<file path="src/rtl/digit_scanner_pkg.sv">
// digit_scanner_pkg: shared widths, defaults and the blank digit-select level.
package digit_scanner_pkg;
  localparam int DIGIT_W = 4;
  localparam int NUM_DIGITS_DEFAULT = 8;
  localparam logic SEG_OFF = 1'b1;
  function automatic logic [3:0] sat_inc(input logic [3:0] v, input logic [3:0] lim);
    return (v == lim) ? v : v + 4'd1;
  endfunction
endpackage

</file>
<file path="src/rtl/tick_gen.sv">
// tick_gen: free-running prescaler that pulses tick once every CLK_DIV enabled cycles.
module tick_gen #(
  parameter int CLK_DIV = 100000
) (
  input  logic clk,
  input  logic rst,
  input  logic en,
  output logic tick
);
  localparam int W = $clog2(CLK_DIV);
  logic [W-1:0] cnt;
  assign tick = en && (cnt == W'(CLK_DIV - 1));
  always_ff @(posedge clk) begin
    if (!rst) cnt <= '0;
    else if (tick) cnt <= '0;
    else if (en) cnt <= cnt + 1'b1;
  end
endmodule

</file>
<file path="src/rtl/digit_scanner.sv">
// digit_scanner: shift-register digit buffer scanned onto a multiplexed display.
module digit_scanner
  import digit_scanner_pkg::*;
#(
  parameter int CLK_DIV    = 100000,
  parameter int NUM_DIGITS = NUM_DIGITS_DEFAULT
) (
  input  logic                  clk,
  input  logic                  rst,
  input  logic                  en,
  input  logic                  push,
  input  logic [DIGIT_W-1:0]    push_digit,
  input  logic                  clear,
  output logic [DIGIT_W-1:0]    key,
  output logic [NUM_DIGITS-1:0] seg_en,
  output logic [3:0]            count,
  output logic                  full
);
  localparam int IW = (NUM_DIGITS > 1) ? $clog2(NUM_DIGITS) : 1;
  logic [DIGIT_W-1:0] slots [NUM_DIGITS];
  logic [IW-1:0]      idx;
  logic               tick;
  logic               active;
  tick_gen #(.CLK_DIV(CLK_DIV)) u_tick (
    .clk  (clk),
    .rst  (rst),
    .en   (en),
    .tick (tick)
  );
  assign full   = (count == 4'(NUM_DIGITS));
  assign active = int'(idx) < int'(count);
  always_ff @(posedge clk) begin
    if (!rst) begin
      for (int i = 0; i < NUM_DIGITS; i++) slots[i] <= '0;
      count <= '0;
    end else if (clear) begin
      for (int i = 0; i < NUM_DIGITS; i++) slots[i] <= '0;
      count <= '0;
    end else if (push) begin
      slots[0] <= push_digit;
      for (int i = 1; i < NUM_DIGITS; i++) slots[i] <= slots[i-1];
      count <= sat_inc(count, 4'(NUM_DIGITS));
    end
  end
  always_ff @(posedge clk) begin
    if (!rst) idx <= '0;
    else if (tick) idx <= (idx == IW'(NUM_DIGITS - 1)) ? '0 : idx + 1'b1;
  end
  // key holds its last value while disabled so the decoder input stays stable
  always_ff @(posedge clk) begin
    if (!rst) begin
      key    <= '0;
      seg_en <= {NUM_DIGITS{SEG_OFF}};
    end else if (en) begin
      key    <= slots[idx];
      seg_en <= active ? ~(NUM_DIGITS'(1) << idx) : {NUM_DIGITS{SEG_OFF}};
    end else begin
      seg_en <= {NUM_DIGITS{SEG_OFF}};
    end
  end
endmodule

</file>
<file path="config.mk">
export PLATFORM = sky130hd
export DESIGN_NAME = digit_scanner
export DESIGN_NICKNAME = d
export VERILOG_FILES = /design/src/rtl/digit_scanner_pkg.sv /design/src/rtl/tick_gen.sv /design/src/rtl/digit_scanner.sv
export SDC_FILE = /design/constraint.sdc
export NUM_CORES = 1
export LEC_CHECK = 0
export CORE_MARGIN = 5
export CORE_UTILIZATION = 51
export CTS_CLUSTER_DIAMETER = 80
export CTS_CLUSTER_SIZE = 24
export DETAILED_ROUTE_END_ITERATION = 12
export GPL_TIMING_DRIVEN = 0
export PLACE_DENSITY = 0.76
export SLEW_MARGIN = 40
export SYNTH_ARGS = -nofsm -noshare
export SYNTH_HDL_FRONTEND = slang
export SYNTH_SLANG_ARGS = --single-unit
</file>
<file path="constraint.sdc">
create_clock -name clk -period 1.7 [get_ports clk]
set_input_delay 0.425 -clock clk [delete_from_list [all_inputs] [get_ports clk]]
set_output_delay 0.425 -clock clk [all_outputs]
set_load 0.1 [all_outputs]
</file>
# Word-level counts from Yosys, hierarchy flattened
# Memory sizes are Yosys's and may differ from the RTL's. A register that Yosys moved wholly into a read port is not among the register bits.
# Index checks and enable logic that the tools add are counted.
[op_classes]
addsub = 3
order_cmp = 1
n_eq_ne = 3
n_shift = 1
muxes = 25
bitwise = 19
reduce_logical = 6
[ops]
columns = ["op", "n"]
rows = [
  ["4-bit two-way mux", 16],
  ["17-bit by 1-bit adder with 17-bit output, second input constant", 1],
  ["17-bit == test, second input constant", 1],
  ["1-bit bitwise OR", 16],
  ["1-bit two-way mux", 8],
  ["8-bit inverter", 1],
  ["1-bit by 3-bit left shift with 8-bit output, first input constant", 1],
  ["4-bit by 1-bit adder with 4-bit output, second input constant", 1],
  ["4-bit == test, second input constant", 1],
  ["3-bit by 4-bit < comparator with 1-bit output", 1],
  ["2-bit OR reduction", 2],
  ["3-bit by 1-bit adder with 3-bit output, second input constant", 1],
  ["3-bit == test, second input constant", 1],
  ["3-bit two-way mux", 1],
  ["3-bit AND reduction", 1],
  ["1-bit inverter", 2],
  ["2-bit AND reduction", 1],
  ["1-bit logical AND", 1],
  ["1-bit logical NOT", 1],
]
[totals]
reg_bits = 32
ram_bits = 32
elab_cells = 63
n_memories = 1
[memory_table]
columns = ["memory", "depth", "width", "read_ports", "rd_ports_with_merged_regs", "wr", "line", "source"]
rows = [
  ["slots", 8, 4, 8, 1, 8, "digit_scanner.sv:20", "logic [DIGIT_W-1:0] slots [NUM_DIGITS];"],
]

# Logic depth before layout (Yosys ltp)
# Gate-level depths: netlist of run 1.
[logic_depth]
word_depth = 5
ltp_mapped = 6
depth_no_buf = 6

# Cells and area by module
# From an unflattened synthesis of run 1, not the netlist that was laid out.
[hier_totals]
cells_unflattened = 271
hier_area_um2 = 3091.7
[by_module_without_submodules]
columns = ["module", "instances", "cells_each", "area_per_inst_um2"]
rows = [
  ["digit_scanner", 1, 180, 2292.2],
  ["tick_gen", 1, 91, 799.5],
]

# Worst setup path before layout of run 1
# OpenSTA, ideal clock, no wires.
[synth_timing]
path_type = "register to output"
from = "register count[3]"
to = "output full"
arrival_time_ns = 2.423
required_ns = 1.275
setup_slack_ns = -1.148
stages_incl_launch_ff = 3
path_buffers = 0
cell_sequence = "dfxtp_1 nand2_1 nor2_1"
[synth_via]
elab_chain_cells = 1
[synth_lines]
columns = ["element", "line", "source"]
rows = [
  ["from (decl)", "digit_scanner.sv:16", "output logic [3:0] count,"],
  ["from (signal assigned)", "digit_scanner.sv:42", "count <= sat_inc(count, 4'(NUM_DIGITS));"],
  ["4-bit == test", "digit_scanner.sv:30", "assign full = (count == 4'(NUM_DIGITS));"],
  ["to (decl)", "digit_scanner.sv:17", "output logic full"],
]
# Every way passes these cells.

# Worst setup path after layout of run 1
[layout_timing]
from = "register count[1]"
to = "output full"
# The elaborated chain is that of the path after synthesis.

==> impl_results.md, run 1 <==
- Period utilization: 99.28%
- Area after DPL: 3264 µm²
- Crit path cell chain: inv_4 > ha_4 > nand2_4 > nor2_4 > buf_12
- Vias/cell: 5.392
- Yosys top cell by area: edfxtp_1
- IO Count: 26
- Slew @ Worst Pin: 0.6540 ns
- Flop pwr share: 51.8%
- CP delay by family, top: flip-flops
- CP endpoint kind: output port
- Cts bufs inserted: 9
- Vias in the first global route: 2048
- Clock-pin transition on the worst setup and hold timing paths: 0.07 ns
- Via Count: 2103
- Layout cells sized above 1: 27.94%
- CTS sink count: 68
- CP max stage delay: 0.36 ns
- Avg WL per Cell: 16.09 µm
- Initial antenna violation count: 0
- P per Cell Area: 912.1 nW/µm²
- Detailed Routing Iterations Pass 1: 4
- Largest net degree at the start of global routing: 13
- Peak supply drop: 0.5979 mV
- Yosys reg bits: 68
- Crit Path Class: reg -> out
- Leading cell type in the layout, fill and taps excluded: dfxtp_1
- Lkg Pwr: 1.418 nW
- Fin Setup TNS: 0 ns
- Slowest CP cell: dfxtp_4
- Finished Core Util: 63.86%
- Finish-stage setup viols: 0
- Post-synthesis cell area: 2995 µm²
- Post-Route Skew: 0.008410 ns
- Mapped Nets: 282
- IO Port Bufs: 23
- Die X: 86.64 µm
- Final nets: 330
- Slew Viols, Final: 0
- Root Driver: clkbuf_8
- Grt total ovfl: 0
- Reg2reg path depth: 5
- Starting Density: 51.51%
- Sequential share of the synthesized area: 54.80%
- CTS tree: built
- Combinational power share: 6.2%
- CTS HTree Levels: 3
- P_sw: 0.7605 mW
- Netlist cell types: 40
- Final antenna-violating net count: 0
- DRC viols: 0
- Final HPWL DP: 3909 µm
- Area delta synth->final: 23.98%
- Synth area leaders: edfxtp_1 28%, dfxtp_1 27%, and2_1 6.1%
- Initial DRC Count: 104
- Final Wtd Congestion: 0.8100
- Synth Area per Inst: 11.43 µm²
- Max transition margin: 56.40%
- CP max FO: 3
- Int Pwr: 2.627 mW
- Die height: 86.64 µm
- Final hold slack: 0.4118 ns
- WL final: 6275 µm
- Worst hold stages: 3
- Final hold vios: 0
- Core ar.: 5816 µm²
- First-pass GRT wire length: 10070 µm
- Ys Warns: 0
- Final critical-path required period: 1.688 ns
- Data arrival, critical path: 1.26 ns
- # diodes: 0
- Most frequent cells in the layout: 32 x dfxtp_1, 29 x and2_1, 28 x edfxtp_1, 26 x nor2_1, 18 x buf_2
- Fin area: 3714 µm²
- Worst Setup Start Kind: register
- Clock tree buffer depth: 2
- Sw Share: 22.45%
- CP required: 1.27 ns
- Sum of buffers and inverters on the critical path: 2
- Tightest Hold Check Type: in -> reg
- Worst skew pair latency: 0.34 ns
- DIE AREA: 7506 µm²
- Total GRT Usage: 17.69%
- Status: finished clean
- Max-Cap Viols: 0
- Synth Instances: 262
- Max Freq: 592.5 MHz
- Unrepaired setup endpoints after global routing: yes
- CP Depth: 5
- Clock share of power: 42.0%
- Top-area cell type share of the netlist area: 28.07%
- Rows: 28
## kinds of logic after synthesis
family                     share of synthesized area (%)
xor gates and xnor gates                           4.678
and+or+nand+nor                                    20.18
adders and majority gates                          4.595
AOI/OAI and AO/OA                                  5.179
DFF                                                54.80
muxes                                              8.020
buffers and inverters                              2.548
## final timing paths
path                       from     end  slack (ns)
setup / recovery       count[1]    full        0.01
hold / removal              rst  key[1]        0.41
setup reg to reg  u_tick.cnt[0]  idx[0]        0.06
hold reg to reg          key[1]  key[1]        0.52
## cell usage after synthesis
cell type / instances
dfxtp_1: 40
and2_1: 29
edfxtp_1: 28
nor2_1: 28
nand3_1: 13
ha_1: 11
o21ai_0: 11
nand2_1: 10
xnor2_1: 10
inv_1: 9
mux4_2: 8
mux2i_1: 6
nand4_1: 6
xor2_1: 6
nand2b_1: 5
buf_2: 4
o22ai_1: 4
a21oi_1: 3
clkbuf_1: 3
nor4_1: 3
or3_1: 3
a21boi_0: 2
a21o_1: 2
or3_2: 2
a21boi_1: 1
a31oi_1: 1
and3_1: 1
and4_1: 1
and4_2: 1
buf_1: 1
buf_4: 1
nand4_2: 1
nand4b_1: 1
nor4b_1: 1
nor4b_2: 1
o211ai_1: 1
o21ai_2: 1
or2_2: 1
or4_1: 1
or4b_1: 1
## registers in the layout (all words and copies together) (netlist names)
signal	count
count	4
idx	3
key	4
seg_en	8
slots	32
u_tick.cnt	17
## stage by stage
step / std cells / setup slack (ns) / total power [mW]
after floorplan: 262 / -0.04259 / 1.926
after global placement: 360 / -0.6435 / 1.984
after detailed placement: 360 / -0.5986 / 1.984
after CTS: 384 / -0.01043 / 3.395
after global routing: 390 / -0.03165 / 3.510
final: 390 / 0.01226 / 3.387
## layer usage
metal,up-vias,track usage [%],share of wire [%]
met1,1033,23.76,45
met5,-,0,0
met3,8,3.137,3.3
li1,1027,-,-
met4,0,8.499,1.1
met2,35,27.75,50
## tightest hold or removal path: stages
cell and delay, ns:
buf_4 0.16, o21ai_0 0.08, nor2_1 0.04
## what timing repair did
item                                    4_1_cts  5_1_grt
endpoints found under the setup margin       45       14
gates cloned                                  0        0
buffers inserted                              8        6
pin swaps                                     3        5
hold buffers                                  0        0
gates resized for setup                      29       14
## cell type report
type	instances	area, µm²
clock inverter	5	76.32
fill	433	2102
inverter	9	38.79
multi-input combinational	176	1370
buffer	9	72.57
sequential	68	1667
clock buffer	11	131.4
timing repair buffer	37	264.0
tap	75	93.84
## power by group through the flow
stage	clock, mW	sequential [mW]	combinational (mW)
2_1_floorplan	0	1.84	0.0873
3_3_place_gp	0	1.79	0.191
3_5_place_dp	0	1.79	0.190
4_1_cts	1.44	1.76	0.204
5_1_grt	1.52	1.76	0.226
6_report	1.42	1.75	0.211
No activity file was read; power rests on OpenSTA's default activity.
==> run 2: changes to the inputs <==
Settings changed: CORE_UTILIZATION 51 to 57, PLACE_DENSITY 0.76 to 0.8.
Clock period 1.7 ns to 1.8 ns, I/O delays scaled along.
==> run 2 against run 1 <==
  * The flow now finishes with violations (negative setup slack)
  * Sequential power shrank 5%
  * Non-clock buffer count shrank 9
  * Sequential share of layout area grew 1.5 points
==> impl_results.md, run 2 (synthesis gave the netlist of run 1 again) <==
- Fin area: 3570 µm²
- Die height: 82.49 µm
- First-pass GRT wire length: 9860 µm
- Starting Density: 58.65%
- Final hold slack: 0.4221 ns
- CP max FO: 6
- Area delta synth->final: 19.17%
- Max-Cap Viols: 0
- CTS HTree Levels: 3
- Post-placement setup slack: -0.5096 ns
- Slew @ Worst Pin: 0.6060 ns
- CP endpoint kind: register
- Rows: 26
- Layout cells sized above 1: 25.82%
- IO Port Bufs: 23
- Clock-pin transition on the worst setup and hold timing paths: 0.08 ns
- WL final: 6001 µm
- CTS tree: built
- Inst Count DP: 355
- Fin Setup TNS: -0.004563 ns
- Final nets: 321
- Cts bufs inserted: 9
- Worst skew pair latency: 0.35 ns
- Lkg Pwr: 1.352 nW
- Worst hold start: rst
- Largest registers: slots x32, u_tick.cnt x17, seg_en x8
- Max transition margin: 59.60%
- Data arrival, critical path: 2.09 ns
- Worst Setup SP: en
- Tot Pwr: 2.967 mW
- Max reg flops: 32
- Status: finished with violations
- Die X: 82.49 µm
- DRC viols: 0
- Final Wtd Congestion: 0.7987
- Reg2reg path depth: 5
- Most frequent cells in the layout: 34 x dfxtp_1, 29 x and2_1, 28 x edfxtp_1, 26 x nor2_1, 19 x buf_2
- Detailed Routing Iterations Pass 1: 4
- Slew Viols, Final: 0
- Crit Path Class: in -> reg
- CP required: 2.08 ns
- Final WS setup: -0.004563 ns
- Via Count: 2077
- Clock tree buffer depth: 2
- IO Count: 26
- Root Driver: clkbuf_8
- # diodes: 0
- CTS sink count: 68
- P per Cell Area: 831.3 nW/µm²
- Final HPWL DP: 4103 µm
- DIE AREA: 6805 µm²
- FILL cells: 381
- Initial antenna violation count: 0
- Final critical-path required period: 1.805 ns
- Finished Core Util: 69.89%
- Finish-stage setup viols: 1
- Avg WL per Cell: 15.96 µm
- Vias in the first global route: 2025
- Tightest Hold Check Type: in -> reg
- Area after DPL: 3248 µm²
- Period utilization: 100.3%
- Reg2reg end: idx[1]
- Grt total ovfl: 0
- Launching point of the worst reg2reg path: u_tick.cnt[1]
- Initial DRC Count: 95
- Core ar.: 5107 µm²
- Leading cell type in the layout, fill and taps excluded: dfxtp_1
- Biggest register: slots
- Largest net degree at the start of global routing: 14
- Worst hold stages: 3
- Failing checks: negative setup slack
- Total GRT Usage: 19.72%
- Max Freq: 554.2 MHz
- Hold Path Sink: key[0]
- Worst Setup Start Kind: input port
- Final hold vios: 0
- Post-Route Skew: 0.007514 ns
- Peak supply drop: 0.6311 mV
- Final antenna-violating net count: 0
- Setup slack, reg-to-reg: 0.06 ns
- Final Non-Filler Cells: 376
- Vias/cell: 5.524
-- run 2: cell type report --
cell class | instances | area, µm² | area share, %
clock inverters | 7 | 52.55 | 1.472
well taps | 70 | 87.58 | 2.454
repair buffers | 28 | 197.7 | 5.538
plain buffers | 9 | 57.56 | 1.612
multi-input cells | 176 | 1360 | 38.10
clock buffers | 9 | 123.9 | 3.470
inverters | 9 | 33.78 | 0.9464
flip-flops and latches | 68 | 1657 | 46.41
-- run 2: power breakdown --
| group | switching [mW] | internal, mW | total, mW | leakage (nW) |
|---|---|---|---|---|
| logic | 0.124 | 0.0641 | 0.188 | 0.608 |
| clock network | 0.611 | 0.505 | 1.12 | 0.0896 |
| registers | 0.0252 | 1.64 | 1.66 | 0.654 |
-- run 2: timing repair --
action	in CTS	in global routing
setup endpoints to repair	38	50
buffers inserted	3	2
pin swaps	2	1
hold buffers	0	0
gates resized for setup	16	17
-- run 2: critical path, cell delays in order --
cell and delay, ns:
clkdlybuf4s50_1 0.52, and4_4 0.26, nand4_4 0.17, or4b_4 0.53, a21boi_1 0.16
-- run 2: worst max-delay path by stage --
stage	end	slack, ns	depth (start not counted)
floorplan	full	-0.04	2
global placement	full	-0.57	5
detailed placement	u_tick.cnt[7]	-0.51	6
CTS	full	0.006	5
global route	idx[1]	-0.06	5
finish	idx[1]	-0.005	5
-- run 2: metal layers --
| metal | up-vias | part of all wire (%) | global-route usage (%) |
|---|---|---|---|
| li1 | 1007 | - | - |
| met1 | 1007 | 42 | 23.64 |
| met2 | 51 | 51 | 33.81 |
| met5 | - | 0 | 0 |
| met4 | 0 | 1.9 | 7.843 |
| met3 | 12 | 4.4 | 5.098 |
